### src/rtl/mc_pkg.sv
// Shared definitions for the multi-cycle MIPS control unit: opcodes,
// state encodings, select codes and the packed control word that the
// output decoder produces.
package mc_pkg;

    // Opcode field values of the supported instructions
    localparam logic [5:0] OP_R    = 6'b000000;
    localparam logic [5:0] OP_LW   = 6'b100011;
    localparam logic [5:0] OP_SW   = 6'b101011;
    localparam logic [5:0] OP_BEQ  = 6'b000100;
    localparam logic [5:0] OP_J    = 6'b000010;
    localparam logic [5:0] OP_ADDI = 6'b001000;

    // Controller states; codes 11..15 are unused and recover to FETCH
    typedef enum logic [3:0] {
        S_FETCH     = 4'd0,
        S_DECODE    = 4'd1,
        S_MEM_ADDR  = 4'd2,
        S_MEM_READ  = 4'd3,
        S_MEM_WB    = 4'd4,
        S_MEM_WRITE = 4'd5,
        S_R_EXEC    = 4'd6,
        S_R_WB      = 4'd7,
        S_BRANCH    = 4'd8,
        S_JUMP      = 4'd9,
        S_ADDI_WB   = 4'd10
    } state_t;

    // Operation class handed to the ALU control decoder
    localparam logic [1:0] ALUOP_ADD   = 2'b00;
    localparam logic [1:0] ALUOP_SUB   = 2'b01;
    localparam logic [1:0] ALUOP_FUNCT = 2'b10;

    // ALU B input select
    localparam logic [1:0] SRCB_REG     = 2'b00;
    localparam logic [1:0] SRCB_FOUR    = 2'b01;
    localparam logic [1:0] SRCB_IMM     = 2'b10;
    localparam logic [1:0] SRCB_IMM_SL2 = 2'b11;

    // Next-PC select
    localparam logic [1:0] PCSRC_ALU    = 2'b00;
    localparam logic [1:0] PCSRC_ALUOUT = 2'b01;
    localparam logic [1:0] PCSRC_JUMP   = 2'b10;

    // Every datapath control driven purely by the current state
    typedef struct packed {
        logic       pc_write;
        logic       pc_write_cond;
        logic       i_or_d;
        logic       mem_read;
        logic       mem_write;
        logic       ir_write;
        logic       mem_to_reg;
        logic       reg_dst;
        logic       reg_write;
        logic       alu_src_a;
        logic [1:0] alu_src_b;
        logic [1:0] alu_op;
        logic [1:0] pc_source;
    } ctrl_t;

    // True for the opcodes the controller knows how to sequence
    function automatic logic is_supported(input logic [5:0] op);
        return (op == OP_R)  || (op == OP_LW) || (op == OP_SW) ||
               (op == OP_BEQ) || (op == OP_J) || (op == OP_ADDI);
    endfunction

endpackage

### src/rtl/mc_output_decode.sv
// Combinational state -> control-word table for the multi-cycle
// controller. Anything not set for a state stays 0.
module mc_output_decode
    import mc_pkg::*;
(
    input  state_t state,
    output ctrl_t  ctrl
);

    // Moore output table, one entry per state
    always_comb begin
        ctrl = '0;
        case (state)
            S_FETCH: begin
                ctrl.mem_read  = 1'b1;
                ctrl.ir_write  = 1'b1;
                ctrl.alu_src_b = SRCB_FOUR;
                ctrl.alu_op    = ALUOP_ADD;
                ctrl.pc_write  = 1'b1;
            end
            S_DECODE: begin
                ctrl.alu_src_b = SRCB_IMM_SL2;
                ctrl.alu_op    = ALUOP_ADD;
            end
            S_MEM_ADDR: begin
                ctrl.alu_src_a = 1'b1;
                ctrl.alu_src_b = SRCB_IMM;
                ctrl.alu_op    = ALUOP_ADD;
            end
            S_MEM_READ: begin
                ctrl.mem_read = 1'b1;
                ctrl.i_or_d   = 1'b1;
            end
            S_MEM_WB: begin
                ctrl.reg_write  = 1'b1;
                ctrl.mem_to_reg = 1'b1;
            end
            S_MEM_WRITE: begin
                ctrl.mem_write = 1'b1;
                ctrl.i_or_d    = 1'b1;
            end
            S_R_EXEC: begin
                ctrl.alu_src_a = 1'b1;
                ctrl.alu_src_b = SRCB_REG;
                ctrl.alu_op    = ALUOP_FUNCT;
            end
            S_R_WB: begin
                ctrl.reg_write = 1'b1;
                ctrl.reg_dst   = 1'b1;
            end
            S_BRANCH: begin
                ctrl.alu_src_a     = 1'b1;
                ctrl.alu_src_b     = SRCB_REG;
                ctrl.alu_op        = ALUOP_SUB;
                ctrl.pc_write_cond = 1'b1;
                ctrl.pc_source     = PCSRC_ALUOUT;
            end
            S_JUMP: begin
                ctrl.pc_write  = 1'b1;
                ctrl.pc_source = PCSRC_JUMP;
            end
            S_ADDI_WB: begin
                ctrl.reg_write = 1'b1;
            end
            default: ctrl = '0;
        endcase
    end

endmodule

### src/rtl/multicycle_control.sv
// Moore FSM sequencing the multi-cycle MIPS datapath one instruction
// at a time. Optional macro MC_MEM_WAIT_EN adds a mem_ready input that
// stretches FETCH, MEM_READ and MEM_WRITE until memory responds.
module multicycle_control
    import mc_pkg::*;
#(
    parameter int OPW = 6,
    parameter int STW = 4
) (
    input  logic           clk,
    input  logic           rst,
    input  logic [OPW-1:0] opcode,
    input  logic           zero,
`ifdef MC_MEM_WAIT_EN
    input  logic           mem_ready,
`endif
    output logic           pc_write,
    output logic           pc_write_cond,
    output logic           pc_en,
    output logic           i_or_d,
    output logic           mem_read,
    output logic           mem_write,
    output logic           ir_write,
    output logic           mem_to_reg,
    output logic           reg_dst,
    output logic           reg_write,
    output logic           alu_src_a,
    output logic [1:0]     alu_src_b,
    output logic [1:0]     alu_op,
    output logic [1:0]     pc_source,
    output logic           illegal_op,
    output logic [STW-1:0] state
);

    state_t     state_q;
    state_t     state_d;
    ctrl_t      ctrl_raw;
    ctrl_t      ctrl;
    logic       illegal;
    logic [5:0] op;

    assign op = opcode[5:0];

    // State register; reset restarts at FETCH
    always_ff @(posedge clk) begin
        if (rst) begin
            state_q <= S_FETCH;
        end else begin
            state_q <= state_d;
        end
    end

    // Next-state logic; opcode only matters in DECODE and MEM_ADDR
    always_comb begin
        state_d = S_FETCH;
        case (state_q)
`ifdef MC_MEM_WAIT_EN
            S_FETCH:     state_d = mem_ready ? S_DECODE : S_FETCH;
            S_MEM_READ:  state_d = mem_ready ? S_MEM_WB : S_MEM_READ;
            S_MEM_WRITE: state_d = mem_ready ? S_FETCH  : S_MEM_WRITE;
`else
            S_FETCH:     state_d = S_DECODE;
            S_MEM_READ:  state_d = S_MEM_WB;
            S_MEM_WRITE: state_d = S_FETCH;
`endif
            S_DECODE: begin
                case (op)
                    OP_LW, OP_SW, OP_ADDI: state_d = S_MEM_ADDR;
                    OP_R:                  state_d = S_R_EXEC;
                    OP_BEQ:                state_d = S_BRANCH;
                    OP_J:                  state_d = S_JUMP;
                    default:               state_d = S_FETCH;
                endcase
            end
            S_MEM_ADDR: begin
                case (op)
                    OP_LW:   state_d = S_MEM_READ;
                    OP_SW:   state_d = S_MEM_WRITE;
                    OP_ADDI: state_d = S_ADDI_WB;
                    default: state_d = S_FETCH;
                endcase
            end
            S_R_EXEC: state_d = S_R_WB;
            default:  state_d = S_FETCH;
        endcase
    end

    mc_output_decode u_decode (
        .state (state_q),
        .ctrl  (ctrl_raw)
    );

    // Output stage: fetch stall gating, illegal-opcode flag and reset blanking
    always_comb begin
        ctrl    = ctrl_raw;
        illegal = (state_q == S_DECODE) && !is_supported(op);
`ifdef MC_MEM_WAIT_EN
        if (state_q == S_FETCH && !mem_ready) begin
            ctrl.pc_write = 1'b0;
            ctrl.ir_write = 1'b0;
        end
`endif
        if (rst) begin
            ctrl    = '0;
            illegal = 1'b0;
        end
    end

    assign pc_write      = ctrl.pc_write;
    assign pc_write_cond = ctrl.pc_write_cond;
    assign pc_en         = ctrl.pc_write | (ctrl.pc_write_cond & zero);
    assign i_or_d        = ctrl.i_or_d;
    assign mem_read      = ctrl.mem_read;
    assign mem_write     = ctrl.mem_write;
    assign ir_write      = ctrl.ir_write;
    assign mem_to_reg    = ctrl.mem_to_reg;
    assign reg_dst       = ctrl.reg_dst;
    assign reg_write     = ctrl.reg_write;
    assign alu_src_a     = ctrl.alu_src_a;
    assign alu_src_b     = ctrl.alu_src_b;
    assign alu_op        = ctrl.alu_op;
    assign pc_source     = ctrl.pc_source;
    assign illegal_op    = illegal;
    assign state         = rst ? '0 : STW'(state_q);

endmodule

### config.mk
export PLATFORM = sky130hd
export DESIGN_NAME = multicycle_control
export DESIGN_NICKNAME = d
export VERILOG_FILES = /design/src/rtl/mc_pkg.sv /design/src/rtl/mc_output_decode.sv /design/src/rtl/multicycle_control.sv
export SDC_FILE = /design/constraint.sdc
export NUM_CORES = 1
export LEC_CHECK = 0
export CAP_MARGIN = 20
export CORE_UTILIZATION = 40
export CTS_CLUSTER_DIAMETER = 50
export DETAILED_ROUTE_END_ITERATION = 10
export PLACE_DENSITY = 0.79
export SLEW_MARGIN = 40
export SYNTH_ARGS = -nofsm -noshare
export SYNTH_HDL_FRONTEND = slang
export SYNTH_HIERARCHICAL = 1
export SYNTH_SLANG_ARGS = --single-unit
### constraint.sdc
create_clock -name clk -period 1.9 [get_ports clk]
set_clock_uncertainty 0.2 [all_clocks]
set_input_delay 0.285 -clock clk [delete_from_list [all_inputs] [get_ports clk]]
set_output_delay 0.285 -clock clk [all_outputs]
set_load 0.01 [all_outputs]
==> impl_metrics.prom <==
# TYPE chip_impl_metric gauge
chip_impl_metric{name="grt_max_degree",unit=""} 14
chip_impl_metric{name="cp_max_fo",unit=""} 5
chip_impl_metric{name="globalRoute.totalOverflow",unit=""} 0
chip_impl_info{name="timing.critical_path.max_delay_family",value="simple AND/OR/NAND/NOR gates"} 1
chip_impl_metric{name="drtAntennaViolNets",unit=""} 0
chip_impl_metric{name="sinks_on_the_clock_net",unit=""} 4
chip_impl_metric{name="maxCapViolations",unit=""} 0
chip_impl_metric{name="worst_setup_hold_path_clk_slew",unit="ps"} 40
chip_impl_info{name="setup.worst_path.class",value="flip-flop to output port"} 1
chip_impl_metric{name="num-fill-cells",unit=""} 121
chip_impl_metric{name="initial_core_utilization",unit="%"} 42.9
chip_impl_info{name="biggestRegsByFlops",value="state_q (4)"} 1
chip_impl_metric{name="fp.dieW",unit="um"} 42.2
chip_impl_metric{name="synthesis.area_per_instance",unit="um2"} 7.02
chip_impl_info{name="clk_root_buffer_cell",value="sky130_fd_sc_hd__clkbuf_4"} 1
chip_impl_metric{name="place.detailed.hpwl",unit="um"} 1490
chip_impl_metric{name="final_util",unit="%"} 75.5
chip_impl_metric{name="rows",unit=""} 14
chip_impl_metric{name="globalplace.congestion",unit=""} 0.784
chip_impl_metric{name="num_io_pins",unit=""} 31
chip_impl_metric{name="area_fraction_in_compound_gates_after_synthesis",unit="%"} 12.2
chip_impl_metric{name="via_count",unit=""} 843
chip_impl_metric{name="drt_first_pass_iters",unit=""} 4
chip_impl_info{name="timing.critical_path.mode_cell",value="sky130_fd_sc_hd__nor4b_1"} 1
chip_impl_info{name="cts_tree",value="done"} 1
chip_impl_metric{name="setup_viol",unit=""} 0
chip_impl_info{name="commonest_non_fill_non_tap_cell_in_the_layout",value="sky130_fd_sc_hd__buf_4"} 1
chip_impl_metric{name="finalCriticalPeriod",unit="ps"} 1890
chip_impl_metric{name="period_share",unit="%"} 99.4
chip_impl_metric{name="largest_register_ff_count",unit=""} 4
chip_impl_metric{name="ys_ff_latch",unit=""} 4
chip_impl_metric{name="number_of_global_route_vias_before_repair",unit=""} 779
chip_impl_info{name="grt_setup_unrepaired",value="yes"} 1
chip_impl_metric{name="finalWirelength",unit="um"} 1890
chip_impl_metric{name="cts-htree-levels",unit=""} 1
chip_impl_metric{name="worst_pin_slew",unit="ps"} 367
chip_impl_metric{name="placement.io_buffers",unit=""} 30
chip_impl_metric{name="grt_first_pass_wirelength",unit="um"} 3240
chip_impl_metric{name="ys.warnings.count",unit=""} 6
chip_impl_info{name="critical-path-slowest-cell",value="sky130_fd_sc_hd__nor4b_1"} 1
chip_impl_metric{name="yosysSeqAreaShare",unit="%"} 12.4
chip_impl_metric{name="synth.mux.area_fraction",unit="%"} 0
chip_impl_info{name="status",value="complete, no violations"} 1
chip_impl_metric{name="crit_arrival",unit="ps"} 1400
chip_impl_metric{name="drt-wirelength-per-cell",unit="um"} 12.0
chip_impl_metric{name="power.leakage",unit="nW"} 0.532
chip_impl_metric{name="fmax",unit="GHz"} 0.530
chip_impl_metric{name="worst-endpoint-required",unit="ps"} 1410
chip_impl_metric{name="drc",unit=""} 0
chip_impl_info{name="combinational_family_with_the_most_area_after_synthesis",value="simple AND/OR/NAND/NOR gates"} 1
chip_impl_metric{name="proportion_of_synthesized_flip_flops_having_asynchronous_set_or_reset",unit="%"} 0
chip_impl_metric{name="yosys.area_share.simple",unit="%"} 60.7
chip_impl_metric{name="all_layer_gr_usage",unit="%"} 22.7
chip_impl_metric{name="placed_cells",unit=""} 153
chip_impl_metric{name="final_nets",unit=""} 153
chip_impl_metric{name="final_layout_size_suffix_gt1_share",unit="%"} 44.4
chip_impl_metric{name="post_synth_fa_ha_maj_area_fraction",unit="%"} 0
chip_impl_metric{name="vias_per_cell",unit=""} 5.34
chip_impl_info{name="mostFrequentLayoutCells",value="23 x sky130_fd_sc_hd__buf_4, 17 x sky130_fd_sc_hd__nor2b_1, 10 x sky130_fd_sc_hd__dlygate4sd2_1"} 1
chip_impl_metric{name="antennaDiodeCount",unit=""} 0
chip_impl_metric{name="dr.first_iter.drc_count",unit=""} 20
chip_impl_metric{name="synth.lib_cells_used.distinct",unit=""} 34
chip_impl_metric{name="antenna_found_initial",unit=""} 0
chip_impl_metric{name="max-slew-margin-rel",unit="%"} 75.2
chip_impl_metric{name="power_per_cell_area",unit="mW/mm2"} 289
chip_impl_metric{name="instances_no_fill",unit=""} 158
chip_impl_metric{name="clkLatencyLatePin",unit="ps"} 220
chip_impl_metric{name="syn_area",unit="um2"} 646
chip_impl_metric{name="tritoncts.num_buffers",unit=""} 3
chip_impl_metric{name="buffer_and_inverter_count_on_the_worst_path",unit=""} 1
chip_impl_info{name="cp_cell_sequence",value="nor4b_1, nor4b_1, buf_2"} 1
chip_impl_info{name="largest_register",value="state_q"} 1
chip_impl_metric{name="slew_viol_final",unit=""} 0
chip_impl_metric{name="synth_enable_flop_cells",unit=""} 0
chip_impl_metric{name="hold_violations",unit=""} 0
chip_impl_metric{name="critical-path-max-stage-delay",unit="ps"} 380
chip_impl_info{name="min_path_type",value="input port to flip-flop"} 1
chip_impl_metric{name="post_synth_xor_area_fraction",unit="%"} 6.78
chip_impl_info{name="postSynth.topFlopCell",value="sky130_fd_sc_hd__dfxtp_1"} 1
chip_impl_info{name="startpoint_type",value="flip-flop"} 1
chip_impl_metric{name="fp.dieH",unit="um"} 42.2
chip_impl_metric{name="ir_worst_vdd",unit="uV"} 401
chip_impl_metric{name="placeable_core_region",unit="mm2"} 0.00151
chip_impl_info{name="crit_path_capture_type",value="output port"} 1
chip_impl_metric{name="synthToLayoutAreaGrowth",unit="%"} 76.2
chip_impl_metric{name="die_area",unit="mm2"} 0.00178
chip_impl_metric{name="total_nets_after_synthesis",unit=""} 101
chip_impl_metric{name="clockBufferDepth",unit=""} 2
chip_impl_metric{name="cell_count_after_synthesis",unit=""} 92
[worst min-delay path: stages]
cell and delay [ps]:
sky130_fd_sc_hd__dlymetal6s2s_1 120, sky130_fd_sc_hd__nor2_1 70, sky130_fd_sc_hd__nand3_1 70, sky130_fd_sc_hd__a31oi_1 80
[through the flow]
stage	worst slack [ps]	cell area, um2	hold WS, ps	total power [mW]	TNS (ps)
detailed placement	-616	1090	531	0.234	-7030
CTS	-95.9	1130	402	0.331	-115
global route	-68.1	1140	306	0.351	-256
floorplan	11.8	646	249	0.150	0
finish	11.5	1140	261	0.329	0
global placement	-563	1090	519	0.232	-6650
[cell usage after synthesis (3+ instances only)]
cell type                  count  area, um2
sky130_fd_sc_hd__nand2_1       4       15.0
sky130_fd_sc_hd__nor4b_1       3       26.3
sky130_fd_sc_hd__nand2b_1      6       37.5
sky130_fd_sc_hd__xor2_1        3       26.3
sky130_fd_sc_hd__nor3_1        9       45.0
sky130_fd_sc_hd__nor2_1        6       22.5
sky130_fd_sc_hd__dfxtp_1       4       80.1
sky130_fd_sc_hd__buf_4         3       22.5
sky130_fd_sc_hd__nor2b_1      20        125
[layout make-up]
cell class,instances,area (um2),area share (%)
Multi-Input combinational cell,80,579,50.9
Timing Repair Buffer,55,425,37.4
Sequential cell,4,90.1,7.92
Clock buffer,3,22.5,1.98
Tap cell,16,20.0,1.76
[repair_timing]
item,4_1_cts,5_1_grt
hold buffers,0,0
endpoints found under the setup margin,22,15
pin swaps,3,3
setup buffers,0,2
resized for setup,68,20
endpoints found under the hold margin,0,0
[final timing paths]
| check | start | cells past startpoint | endpoint | slack [ps] |
|---|---|---|---|---|
| min | opcode[4] | 4 | state_q[1]$_SDFF_PP0_ | 260 |
| max | state_q[3]$_SDFF_PP0_ | 3 | illegal_op | 10 |
| min reg2reg | state_q[1]$_SDFF_PP0_ | 3 | state_q[2]$_SDFF_PP0_ | 510 |
| max reg2reg | state_q[0]$_SDFF_PP0_ | 4 | state_q[0]$_SDFF_PP0_ | 280 |
[cell families after synthesis]
kind of cell,after synthesis
AO/OA/AOI/OAI,12
AND/OR/NAND/NOR,63
buffers and inverters,8
XOR/XNOR,5
flip-flops,4
[where the power goes]
part / internal (mW) / switching, mW
clock: 0.0702 / 0.0284
sequential: 0.0846 / 0.00352
combinational: 0.0785 / 0.0640
total: 0.233 / 0.0959
[layer usage]
metal / track usage, % / wire [um] / vias up
met1: 27.2 / 812 / 388
met4: 5.00 / 0 / 0
met3: 4.31 / 80 / 0
met2: 41.5 / 1000 / 29
li1: - / - / 426
met5: 0 / 0 / -
(Power assumes the default switching activity.)
